===== src/rtl/dbi_rx_phy.sv =====
// sync_fifo: generic single-clock show-ahead FIFO (head entry always visible on rd_dat).
// Latency: a write is visible on rd_vld the cycle after it is accepted.
// Backpressure: wr_rdy drops when full unless the head is popped in the same cycle.
module sync_fifo #(
    parameter int W     = 8,
    parameter int DEPTH = 4
) (
    input  logic         clk,
    input  logic         rst,
    input  logic         wr_vld,
    output logic         wr_rdy,
    input  logic [W-1:0] wr_dat,
    output logic         rd_vld,
    input  logic         rd_rdy,
    output logic [W-1:0] rd_dat
);
    localparam int AW = (DEPTH > 1) ? $clog2(DEPTH) : 1;
    localparam logic [AW:0] FULL_CNT = (AW+1)'(DEPTH);

    logic [W-1:0]  mem [DEPTH];
    logic [AW-1:0] wr_ptr;
    logic [AW-1:0] rd_ptr;
    logic [AW:0]   cnt;
    logic          do_wr;
    logic          do_rd;

    assign rd_vld = (cnt != '0);
    // A full FIFO still accepts a write when the head leaves in the same cycle.
    assign wr_rdy = (cnt != FULL_CNT) || rd_rdy;
    assign do_wr  = wr_vld && wr_rdy;
    assign do_rd  = rd_vld && rd_rdy;
    assign rd_dat = mem[rd_ptr];

    // Storage array; contents are don't-care while empty, so no reset.
    always_ff @(posedge clk) begin
        if (do_wr) mem[wr_ptr] <= wr_dat;
    end

    // Pointer and occupancy bookkeeping.
    always_ff @(posedge clk) begin
        if (rst) begin
            wr_ptr <= '0;
            rd_ptr <= '0;
            cnt    <= '0;
        end else begin
            if (do_wr) wr_ptr <= wr_ptr + AW'(1);
            if (do_rd) rd_ptr <= rd_ptr + AW'(1);
            case ({do_wr, do_rd})
                2'b10:   cnt <= cnt + (AW+1)'(1);
                2'b01:   cnt <= cnt - (AW+1)'(1);
                default: cnt <= cnt;
            endcase
        end
    end
endmodule

// dbi_rx_phy: DBI Type-B (8080) write receiver; frames each CSX-low window into a cmd + param byte stream.
// Latency: ~4 clk from a WRX/CSX pin rise to the FIFO push, +1 clk to rx_vld_o.
// Backpressure: rx_rdy_i low fills the FIFO; further pushes are dropped and flagged on sticky ovf_o.
module dbi_rx_phy #(
    parameter int DBI_IF_D_W   = 8,
    parameter int FIFO_DEPTH   = 4,
    parameter int RESX_MIN_CYC = 1250
) (
    input  logic                  clk,
    input  logic                  rst,
    input  logic [DBI_IF_D_W-1:0] dbi_d_i,
    input  logic                  dbi_csx_i,
    input  logic                  dbi_dcx_i,
    input  logic                  dbi_wrx_i,
    input  logic                  dbi_rdx_i,
    input  logic                  dbi_resx_i,
    output logic [DBI_IF_D_W-1:0] rx_dat_o,
    output logic                  rx_cmd_o,
    output logic                  rx_last_o,
    output logic                  rx_vld_o,
    input  logic                  rx_rdy_i,
    output logic                  hrst_o,
    output logic                  err_o,
    output logic                  ovf_o,
    input  logic                  err_clr_i
);
    typedef struct packed {
        logic [DBI_IF_D_W-1:0] dat;
        logic                  cmd;
        logic                  last;
    } rx_beat_t;

    typedef enum logic [1:0] {
        ST_IDLE,
        ST_ACTIVE,
        ST_PARAM,
        ST_HRST
    } state_t;

    localparam int CNT_W = 16;
    localparam logic [CNT_W-1:0] RESX_MIN = CNT_W'(RESX_MIN_CYC);
    localparam int BEAT_W = DBI_IF_D_W + 2;

    // Synchroniser stages (_m = metastable stage, _s = synced, _d = one more delay for edge detect)
    logic [DBI_IF_D_W-1:0] d_m, d_s;
    logic csx_m, csx_s, csx_d;
    logic dcx_m, dcx_s;
    logic wrx_m, wrx_s, wrx_d;
    logic rdx_m, rdx_s, rdx_d;
    logic resx_m, resx_s;

    logic wrx_rise;
    logic csx_rise;
    logic rdx_fall;

    state_t                state;
    logic [DBI_IF_D_W-1:0] hold_dat;
    logic                  hold_cmd;
    logic                  hold_full;
    logic                  flush_pend;
    logic [CNT_W-1:0]      resx_cnt;
    logic                  push_vld;
    rx_beat_t              push_beat;

    logic                  fifo_wr_rdy;
    logic                  fifo_rd_vld;
    logic [BEAT_W-1:0]     fifo_rd_dat;
    rx_beat_t              head;

    // Bring every DBI pin into clk; reset loads the idle bus levels so no false edges follow reset.
    always_ff @(posedge clk) begin
        if (rst) begin
            d_m    <= '0;
            d_s    <= '0;
            csx_m  <= 1'b1;
            csx_s  <= 1'b1;
            csx_d  <= 1'b1;
            dcx_m  <= 1'b1;
            dcx_s  <= 1'b1;
            wrx_m  <= 1'b1;
            wrx_s  <= 1'b1;
            wrx_d  <= 1'b1;
            rdx_m  <= 1'b1;
            rdx_s  <= 1'b1;
            rdx_d  <= 1'b1;
            resx_m <= 1'b1;
            resx_s <= 1'b1;
        end else begin
            d_m    <= dbi_d_i;
            d_s    <= d_m;
            csx_m  <= dbi_csx_i;
            csx_s  <= csx_m;
            csx_d  <= csx_s;
            dcx_m  <= dbi_dcx_i;
            dcx_s  <= dcx_m;
            wrx_m  <= dbi_wrx_i;
            wrx_s  <= wrx_m;
            wrx_d  <= wrx_s;
            rdx_m  <= dbi_rdx_i;
            rdx_s  <= rdx_m;
            rdx_d  <= rdx_s;
            resx_m <= dbi_resx_i;
            resx_s <= resx_m;
        end
    end

    assign wrx_rise = wrx_s & ~wrx_d;
    assign csx_rise = csx_s & ~csx_d;
    assign rdx_fall = ~rdx_s & rdx_d;

    // Framing FSM: a byte sits in the hold register until the next WRX or CSX rise tells us whether it was last.
    always_ff @(posedge clk) begin
        if (rst) begin
            state      <= ST_IDLE;
            hold_dat   <= '0;
            hold_cmd   <= 1'b0;
            hold_full  <= 1'b0;
            flush_pend <= 1'b0;
            resx_cnt   <= '0;
            push_vld   <= 1'b0;
            push_beat  <= '0;
            hrst_o     <= 1'b0;
            err_o      <= 1'b0;
        end else begin
            push_vld <= 1'b0;
            hrst_o   <= 1'b0;
            // Clear first so that any error raised below in the same cycle survives.
            if (err_clr_i) err_o <= 1'b0;
            if (rdx_fall && !csx_s) err_o <= 1'b1;

            if (!resx_s) begin
                // Panel reset wins over everything: drop the held byte, keep what is already queued.
                hold_full  <= 1'b0;
                flush_pend <= 1'b0;
                if (state != ST_HRST) begin
                    state    <= ST_HRST;
                    resx_cnt <= CNT_W'(1);
                end else if (resx_cnt < RESX_MIN) begin
                    resx_cnt <= resx_cnt + CNT_W'(1);
                end
            end else if (flush_pend) begin
                // Second half of a WRX rise coinciding with the CSX rise: the just-captured byte closes the window.
                push_vld   <= 1'b1;
                push_beat  <= '{dat: hold_dat, cmd: hold_cmd, last: 1'b1};
                hold_full  <= 1'b0;
                flush_pend <= 1'b0;
                state      <= ST_IDLE;
            end else begin
                case (state)
                    ST_IDLE: begin
                        if (!csx_s) state <= ST_ACTIVE;
                    end
                    ST_ACTIVE: begin
                        if (wrx_rise) begin
                            if (!dcx_s) begin
                                hold_dat  <= d_s;
                                hold_cmd  <= 1'b1;
                                hold_full <= 1'b1;
                                state     <= ST_PARAM;
                                if (csx_rise) flush_pend <= 1'b1;
                            end else begin
                                // A window must open with a command; stray data is dropped.
                                err_o <= 1'b1;
                                if (csx_rise) state <= ST_IDLE;
                            end
                        end else if (csx_rise) begin
                            state <= ST_IDLE;
                        end
                    end
                    ST_PARAM: begin
                        if (wrx_rise) begin
                            if (hold_full) begin
                                push_vld  <= 1'b1;
                                push_beat <= '{dat: hold_dat, cmd: hold_cmd, last: 1'b0};
                            end
                            hold_dat  <= d_s;
                            hold_cmd  <= ~dcx_s;
                            hold_full <= 1'b1;
                            if (csx_rise) flush_pend <= 1'b1;
                        end else if (csx_rise) begin
                            push_vld  <= hold_full;
                            push_beat <= '{dat: hold_dat, cmd: hold_cmd, last: 1'b1};
                            hold_full <= 1'b0;
                            state     <= ST_IDLE;
                        end
                    end
                    ST_HRST: begin
                        // RESX released: only a long enough low time counts as a real hardware reset.
                        if (resx_cnt >= RESX_MIN) hrst_o <= 1'b1;
                        else                      err_o  <= 1'b1;
                        resx_cnt <= '0;
                        state    <= csx_s ? ST_IDLE : ST_ACTIVE;
                    end
                    default: state <= ST_IDLE;
                endcase
            end
        end
    end

    // Sticky overflow: a push that finds the FIFO full with no simultaneous pop is lost.
    always_ff @(posedge clk) begin
        if (rst) begin
            ovf_o <= 1'b0;
        end else begin
            if (err_clr_i) ovf_o <= 1'b0;
            if (push_vld && !fifo_wr_rdy) ovf_o <= 1'b1;
        end
    end

    sync_fifo #(
        .W     (BEAT_W),
        .DEPTH (FIFO_DEPTH)
    ) u_fifo (
        .clk    (clk),
        .rst    (rst),
        .wr_vld (push_vld),
        .wr_rdy (fifo_wr_rdy),
        .wr_dat (push_beat),
        .rd_vld (fifo_rd_vld),
        .rd_rdy (rx_rdy_i),
        .rd_dat (fifo_rd_dat)
    );

    assign head      = rx_beat_t'(fifo_rd_dat);
    assign rx_vld_o  = fifo_rd_vld;
    // Head fields are forced to zero while empty so the outputs are clean after reset.
    assign rx_dat_o  = fifo_rd_vld ? head.dat  : '0;
    assign rx_cmd_o  = fifo_rd_vld ? head.cmd  : 1'b0;
    assign rx_last_o = fifo_rd_vld ? head.last : 1'b0;
endmodule


===== config.mk =====
export PLATFORM = sky130hd
export DESIGN_NAME = dbi_rx_phy
export DESIGN_NICKNAME = d
export VERILOG_FILES = /design/src/rtl/dbi_rx_phy.sv
export SDC_FILE = /design/constraint.sdc
export NUM_CORES = 1
export LEC_CHECK = 0
export BUFFER_PORTS_ARGS = -buffer_cell sky130_fd_sc_hd__buf_2
export CORE_MARGIN = 4
export CORE_UTILIZATION = 54
export DETAILED_ROUTE_END_ITERATION = 8
export GPL_TIMING_DRIVEN = 0
export PLACE_DENSITY = 0.79
export SYNTH_ARGS = -nofsm -noshare
export SYNTH_HDL_FRONTEND = slang
export SYNTH_SLANG_ARGS = --single-unit

===== constraint.sdc =====
create_clock -name clk -period 2.1 [get_ports clk]
set_input_delay 0.21 -clock clk [delete_from_list [all_inputs] [get_ports clk]]
set_output_delay 0.21 -clock clk [all_outputs]
set_load 0.03 [all_outputs]

# After elaboration in Yosys (flattened, before gate mapping)
# Memories as Yosys holds them, arrays and structs flattened. A register that Yosys moved wholly into a read port is not among the register bits.
# Cells that the tools add are included.
# Widths: inputs -> output; s select.
[classes] n_eq_ne=16 reduce_logical=24 order_cmp=2 n_bitwise=10 n_mux=60 addsub=5
[ops] operator="$mux 16" n=5
[ops] operator="$mux 10" n=5
[ops] operator="$mux 8" n=4
[ops] operator="$mux 1" n=29
[ops] operator="$mux 2" n=10
[ops] operator="$add 16x1->16 const B" n=1
[ops] operator="$ge 16x11->1 const B" n=1
[ops] operator="$lt 16x11->1 const B" n=1
[ops] operator="$pmux 8 s2" n=1
[ops] operator="$ne 2x2->1 const B" n=5
[ops] operator="$reduce_bool 2->1" n=5
[ops] operator="$reduce_bool 3->1" n=3
[ops] operator="$ne 4x4->1 const B" n=2
[ops] operator="$pmux 1 s2" n=4
[ops] operator="$pmux 2 s4" n=1
[ops] operator="$reduce_and 4->1" n=2
[ops] operator="$not 1->1" n=7
[ops] operator="$eq 2x2->1 const B" n=3
[ops] operator="$ne 3x3->1 const B" n=2
[ops] operator="$pmux 3 s2" n=1
[ops] operator="$reduce_and 3->1" n=2
[ops] operator="$reduce_and 6->1" n=1
[ops] operator="$add 2x1->2 const B" n=2
[ops] operator="$eq 2x1->1 const B" n=2
[ops] operator="other kinds (12)" n=18
[word_totals] memories=1 regBits=79 inputBits=17 wordCells=149 output_inout_bits=14 mem_bits_rw=40
[memory_table] name="u_fifo.mem" words=4 width=10 read_ports=1 rd_clocked_by_memory_dff=1 wr=1 line="20" text="logic [W-1:0] mem [DEPTH];"

# Logic depth before layout (Yosys ltp)
[depth] depth_word=9 ltp_mapped=10 depth_no_buf=9

# Cells and area by module
# From an unflattened synthesis, not the netlist that was laid out.
[unflattened] hier_cells=408 area_unflattened_um2=4788.3
[by_module_without_submodules] mod="dbi_rx_phy" area_each_um2=2871.5 cells_each=304 seq_area_each_um2=1441.4 n_inst=1
[by_module_without_submodules] mod="sync_fifo" area_each_um2=1916.8 cells_each=104 seq_area_each_um2=1381.3 n_inst=1

# Least setup slack after synthesis
# OpenSTA, ideal clock, no wires.
[synth_timing] kind="flip-flop to flip-flop" start="register resx_cnt[12]" end="register resx_cnt[5]" n_path_buf=1 required_ps=2030 path_stages_with_launch=7 setup_slack_ps=-83 synth_period_minus_slack_ps=2183 arrival_ps=2113 setup_time_ps=70 cell_sequence="dfxtp_1 > or4_4 > or3b_4 > o21a_1 > buf_6 > or4_1 > a21oi_1"
[synth_via] elab_chain_cells=3
[synth_lines] item="start: declaration" line="117" text="logic [CNT_W-1:0] resx_cnt;"
[synth_lines] item="start signal: assignment" line="195" text="resx_cnt <= resx_cnt + CNT_W'(1);"
[synth_lines] item="$lt 16x11->1" line="194" text="end else if (resx_cnt < RESX_MIN) begin"
[synth_lines] item="$reduce_bool 3->1 (no line)"
[synth_lines] item="$reduce_and 3->1 (no line)"
# Every way passes these cells.
# A chain may end at the register's enable or synchronous reset.

# Worst setup path in the final report
[layout_timing] start="register resx_cnt[1]" end="register resx_cnt[5]"
[layout_via] elab_chain_cells=4 elab_cells_between_ends=7
[layout_lines] item="$add 16x1->16" line="195"
[layout_lines] item="$mux 16" line="194"
[layout_lines] item="$mux 16" line="191" text="if (state != ST_HRST) begin"
[layout_lines] item="$mux 16" line="187" text="if (!resx_s) begin"
# Parallel ways exist; a longest one is shown, timed or not. The select of a mux whose other input is x is not followed.

==> report_table.html <==
<table>
<tr><th>Metric</th><th>Value</th></tr>
<tr><th colspan="2">Worst hold path</th></tr>
<tr><td>Min-Delay Endpoint</td><td>ovf_o$_SDFFE_PP0P_</td></tr>
<tr><td>Number of cells on the worst hold path</td><td>4</td></tr>
<tr><td>Critical hold path startpoint</td><td>err_clr_i</td></tr>
<tr><td>Worst hold-check path type</td><td>input port to flip-flop</td></tr>
<tr><th colspan="2">Worst setup path</th></tr>
<tr><td>Stage delay of the slowest cell on the critical path</td><td>between 600 and 700 ps</td></tr>
<tr><td>Count of buffering cells on the critical path with inverters included</td><td>1</td></tr>
<tr><td>Arrival time of data at the critical path endpoint</td><td>2680 ps</td></tr>
<tr><td>Critical setup path kind</td><td>flip-flop to flip-flop</td></tr>
<tr><td>Element type at the critical path start</td><td>flip-flop</td></tr>
<tr><td>Worst reg2reg endpoint</td><td>resx_cnt[5]$_SDFFE_PP0P_</td></tr>
<tr><td>Req. time, crit path</td><td>2540 ps</td></tr>
<tr><td>Max stage delay cell, worst path</td><td>sky130_fd_sc_hd__or4_1</td></tr>
<tr><td>Worst reg-to-reg setup slack</td><td>-140 ps</td></tr>
<tr><td>CP Cell Sequence</td><td>or4_1 -&gt; and2_1 -&gt; o21a_1 -&gt; buf_6 -&gt; or4_4 -&gt; a21oi_2</td></tr>
<tr><td>Kind of end point of the critical path</td><td>flip-flop</td></tr>
<tr><td>FF-to-FF path depth</td><td>6</td></tr>
<tr><td>Launching point of the worst reg2reg path</td><td>resx_cnt[1]$_SDFFE_PP0P_</td></tr>
<tr><td>CP Max Fanout</td><td>6</td></tr>
<tr><td>Cell family contributing the most delay on the critical path</td><td>simple AND/OR/NAND/NOR gates</td></tr>
<tr><th colspan="2">Global routing</th></tr>
<tr><td>Leftover overflow at the end of global routing</td><td>0</td></tr>
<tr><td>Maximum number of pins on one net before global-route repair</td><td>17</td></tr>
<tr><td>Total routing usage reported by global routing</td><td>19.64%</td></tr>
<tr><td>Number of antenna violations at the first check in global routing</td><td>0</td></tr>
<tr><td>Number of global-route vias before repair</td><td>3,345</td></tr>
<tr><td>Wire length of the first global-routing pass</td><td>15,660 um</td></tr>
<tr><th colspan="2">Timing</th></tr>
<tr><td>Max_slew headroom</td><td>between 40 and 50%</td></tr>
<tr><td>Worst-margin pin slew</td><td>~800 ps</td></tr>
<tr><td>Total setup violations reported at the end of the flow</td><td>10</td></tr>
<tr><td>Final Max Slew Viols</td><td>0</td></tr>
<tr><td>Unrepaired setup endpoints after global routing</td><td>yes</td></tr>
<tr><td>Maximum clock rate</td><td>446.7 MHz</td></tr>
<tr><td>Minimum clock period after layout</td><td>roughly 2200 ps</td></tr>
<tr><td>Final Skew</td><td>8.886 ps</td></tr>
<tr><td>Final Hold Fails</td><td>0</td></tr>
<tr><td>Post-Route Hold Slack</td><td>~30 ps</td></tr>
<tr><td>Portion of the clock cycle consumed by the worst path in the final layout</td><td>106.6%</td></tr>
<tr><td>Slack of the critical path</td><td>-138.8 ps</td></tr>
<tr><th colspan="2">Clocking</th></tr>
<tr><td>H-tree depth</td><td>4</td></tr>
<tr><td>CTS tree</td><td>built</td></tr>
<tr><td>Clock latency of the later-clocked register in the worst-skew pair</td><td>510 ps</td></tr>
<tr><td>Number of sinks driven by the clock tree</td><td>roughly 120</td></tr>
<tr><td>Number of buffers inserted during clock tree synthesis</td><td>17</td></tr>
<tr><td>Library cell used as clock root buffer</td><td>sky130_fd_sc_hd__clkbuf_8</td></tr>
<tr><td>Clock tree buffer depth</td><td>2</td></tr>
<tr><td>Worst-path clk slew</td><td>60 ps</td></tr>
<tr><th colspan="2">Synth</th></tr>
<tr><td>Mapped Nets</td><td>about 450</td></tr>
<tr><td>Synthesized instance count</td><td>421</td></tr>
<tr><td>Seq/Total Area, Yosys</td><td>58.89%</td></tr>
<tr><td>Cell type with the largest total area after synthesis</td><td>sky130_fd_sc_hd__dfxtp_1</td></tr>
<tr><td>Average instance area after synthesis</td><td>roughly 11 um2</td></tr>
<tr><td>Cell types with the highest counts after synthesis</td><td>81 x sky130_fd_sc_hd__dfxtp_1, 40 x sky130_fd_sc_hd__edfxtp_1, 32 x sky130_fd_sc_hd__a21oi_1</td></tr>
<tr><td>Proportion of netlist area held by the largest area contributor</td><td>33.83%</td></tr>
<tr><td>Post-synth ARST share</td><td>0%</td></tr>
<tr><td>Ys flop type</td><td>sky130_fd_sc_hd__dfxtp_1</td></tr>
<tr><td>Count of cell types in the netlist</td><td>47</td></tr>
<tr><td>Synth warnings</td><td>0</td></tr>
<tr><td>FF+latch count, synth</td><td>121</td></tr>
<tr><td>Cell types with the largest area share after synthesis</td><td>sky130_fd_sc_hd__dfxtp_1 34%, sky130_fd_sc_hd__edfxtp_1 25%, sky130_fd_sc_hd__mux4_2 4.7%</td></tr>
<tr><td>Number of enable flip-flop cells after synthesis</td><td>40</td></tr>
<tr><td>Synthesized cell area</td><td>0.004793 mm2</td></tr>
<tr><td>Most frequent cell after synthesis</td><td>sky130_fd_sc_hd__dfxtp_1</td></tr>
<tr><th colspan="2">Placement</th></tr>
<tr><td>DP HPWL</td><td>between 5000 and 6000 um</td></tr>
<tr><td>Worst-case setup slack after placement</td><td>-264.1 ps</td></tr>
<tr><td>Count of buffers inserted at the top-level ports</td><td>30</td></tr>
<tr><td>Routability-driven placement congestion ratio</td><td>0.8623</td></tr>
<tr><td>Placed standard-cell area</td><td>0.005086 mm2</td></tr>
<tr><th colspan="2">Floorplan</th></tr>
<tr><td>Die extent in x</td><td>approximately 100 um</td></tr>
<tr><td>Area inside the core boundary</td><td>slightly below 0.009 mm2</td></tr>
<tr><td>Initial core utilization</td><td>between 50% and 60%</td></tr>
<tr><td>Y dimension of the die</td><td>roughly 100 um</td></tr>
<tr><td>Placement row count</td><td>34</td></tr>
<tr><td>Boundary Pins</td><td>31</td></tr>
<tr><td>Die Footprint</td><td>about 0.010 mm2</td></tr>
<tr><th colspan="2">Power</th></tr>
<tr><td>Static power due to leakage</td><td>2.256 nW</td></tr>
<tr><td>Maximum vdd ir drop</td><td>754.4 uV</td></tr>
<tr><td>Proportion of power drawn by combinational gates</td><td>10.2%</td></tr>
<tr><td>Reported net switching power</td><td>1.518 mW</td></tr>
<tr><td>Part of the total power dissipated in sequential elements</td><td>41.5%</td></tr>
<tr><td>Power per unit of standard cell area</td><td>1020 mW/mm2</td></tr>
<tr><td>Net Sw Frac</td><td>between 20 and 25%</td></tr>
<tr><td>Internal power</td><td>4.569 mW</td></tr>
<tr><td>Clock group share of total power</td><td>48.3%</td></tr>
<tr><th colspan="2">Job</th></tr>
<tr><td>Number of max-capacitance violations reported</td><td>0</td></tr>
<tr><th colspan="2">Drt</th></tr>
<tr><td>Overall via count from detail_route</td><td>3,303</td></tr>
<tr><td>Post-route antenna net violation count</td><td>0</td></tr>
<tr><td>Iteration-0 DRC Markers</td><td>118</td></tr>
<tr><td>Via density per instance</td><td>5.424</td></tr>
<tr><td>Drt first pass iters</td><td>4</td></tr>
<tr><td>Count of unresolved DRC violations after routing</td><td>0</td></tr>
<tr><td>Post-DR wirelength/cell</td><td>15.46 um</td></tr>
<tr><td>Routed wire length</td><td>9418 um</td></tr>
<tr><th colspan="2">Final layout</th></tr>
<tr><td>Layout area overhead</td><td>24.48%</td></tr>
<tr><td>Design Area, Final</td><td>0.005967 mm2</td></tr>
<tr><td>Layout cell share with drive strength beyond 1</td><td>23.95%</td></tr>
<tr><td>Final layout net count</td><td>518</td></tr>
<tr><td>Final cell utilization of the core</td><td>68.76%</td></tr>
<tr><td>Antenna diode instance count</td><td>0</td></tr>
<tr><td>Count of filler cells inserted in the layout</td><td>652</td></tr>
<tr><th colspan="2">Outcome</th></tr>
<tr><td>Result of the run</td><td>finished with violations</td></tr>
<tr><td>Violations in the final reports</td><td>negative setup slack</td></tr>
</table>
tightest hold or removal path: cells and delay by family:
kind	cells	cell delay [ps]
AND/OR/NAND/NOR	2	90
buffers and inverters	1	90
AO/OA/AOI/OAI	1	100
cells by family after synthesis:
family,count (synthesis),share of synthesized area (%)
xor+xnor,5,0.9138
fa+ha+maj,13,3.550
flops,121,58.89
mux,19,6.578
compound gates,84,10.42
buf+inv,36,2.976
simple gates,143,16.68
flip-flops by register name, summed over array words and instances (netlist names), 2 cells and up, named ones only:
| register | cells |
|---|---|
| d_m | 8 |
| d_s | 8 |
| hold_dat | 8 |
| push_beat | 10 |
| resx_cnt | 16 |
| state | 2 |
| u_fifo.cnt | 3 |
| u_fifo.mem | 40 |
| u_fifo.rd_ptr | 2 |
| u_fifo.wr_ptr | 2 |
worst max-delay path by stage:
stage,from,slack (ps),endpoint,cells after the start
finish,resx_cnt[1]$_SDFFE_PP0P_,-140,resx_cnt[5]$_SDFFE_PP0P_,6
global route,resx_cnt[1]$_SDFFE_PP0P_,-170,resx_cnt[5]$_SDFFE_PP0P_,6
CTS,resx_cnt[12]$_SDFFE_PP0P_,-120,resx_cnt[5]$_SDFFE_PP0P_,6
detailed placement,u_fifo.cnt[0]$_SDFFE_PP0P_,-260,u_fifo.cnt[2]$_SDFFE_PP0P_,10
global placement,u_fifo.cnt[0]$_SDFFE_PP0P_,-110,u_fifo.cnt[2]$_SDFFE_PP0P_,10
floorplan,resx_cnt[12]$_SDFFE_PP0P_,-4,resx_cnt[5]$_SDFFE_PP0P_,6
routing by layer:
layer / global-route usage [%] / routed length [um] / share of wire [%]
met1: 22.88 / 3905 / 41
met2: 34.43 / 4977 / 53
met3: 5.666 / 405 / 4.3
met4: 7.164 / 129 / 1.4
met5: 0 / 0 / 0
area by class of cell:
| class | count | area (um2) | share of cell area, % |
|---|---|---|---|
| inverters | 15 | 56.30 | 0.9436 |
| well taps | 108 | 135.1 | 2.265 |
| flip-flops and latches | 121 | 2830 | 47.43 |
| multi-input cells | 264 | 1903 | 31.89 |
| clock inverters | 15 | 188.9 | 3.166 |
| repair buffers | 53 | 369.1 | 6.186 |
| clock buffers | 17 | 414.1 | 6.941 |
| plain buffers | 16 | 70.07 | 1.174 |
per-stage QoR:
step | total power, mW | setup TNS [ps] | cells
2_1_floorplan | 3.016 | -10.97 | 421
3_3_place_gp | 3.137 | -773.4 | 559
3_5_place_dp | 3.155 | -1840 | 559
4_1_cts | 6.105 | -344.9 | 606
5_1_grt | 6.325 | -1460 | 609
6_report | 6.087 | -665.9 | 609
repair_timing:
item                                   CTS  global route
hold buffers                            13             0
endpoints found under the hold margin   13             0
setup endpoints to repair               31            30
buffers inserted                         6             3
gates resized for setup                 20             6
pin swaps                                7             3
cloned                                   0             1
layout by cell type (no fill, tap or decap), types with 4 or more instances in the layout:
cell                            instances
sky130_fd_sc_hd__o31ai_1                4
sky130_fd_sc_hd__a211oi_1               4
sky130_fd_sc_hd__clkbuf_1               9
sky130_fd_sc_hd__a21oi_2                4
sky130_fd_sc_hd__o21ai_0               22
sky130_fd_sc_hd__nand2b_1               4
sky130_fd_sc_hd__ha_1                  10
sky130_fd_sc_hd__a21oi_1               28
sky130_fd_sc_hd__buf_2                 33
sky130_fd_sc_hd__a21o_1                 5
sky130_fd_sc_hd__nor2b_1               21
sky130_fd_sc_hd__nand2_1               13
sky130_fd_sc_hd__nor3_1                 5
sky130_fd_sc_hd__edfxtp_1              40
sky130_fd_sc_hd__nand3_1               14
sky130_fd_sc_hd__or4_1                  4
sky130_fd_sc_hd__nor2_1                28
sky130_fd_sc_hd__mux2i_1                9
sky130_fd_sc_hd__mux4_2                10
sky130_fd_sc_hd__or2_2                 13
sky130_fd_sc_hd__clkbuf_16             16
sky130_fd_sc_hd__dlygate4sd3_1         13
sky130_fd_sc_hd__buf_1                  4
sky130_fd_sc_hd__and2_1                22
sky130_fd_sc_hd__buf_4                  7
sky130_fd_sc_hd__inv_1                 15
sky130_fd_sc_hd__inv_6                  6
sky130_fd_sc_hd__dfxtp_1               77
power groups by stage:
stage	clock network (mW)	logic (mW)	registers [mW]
2_1_floorplan	0	0.454	2.56
6_report	2.94	0.621	2.53
4_1_cts	2.98	0.607	2.52
3_3_place_gp	0	0.569	2.57
3_5_place_dp	0	0.583	2.57
5_1_grt	3.09	0.695	2.54
Note: power is estimated with default switching activity, not from simulation.
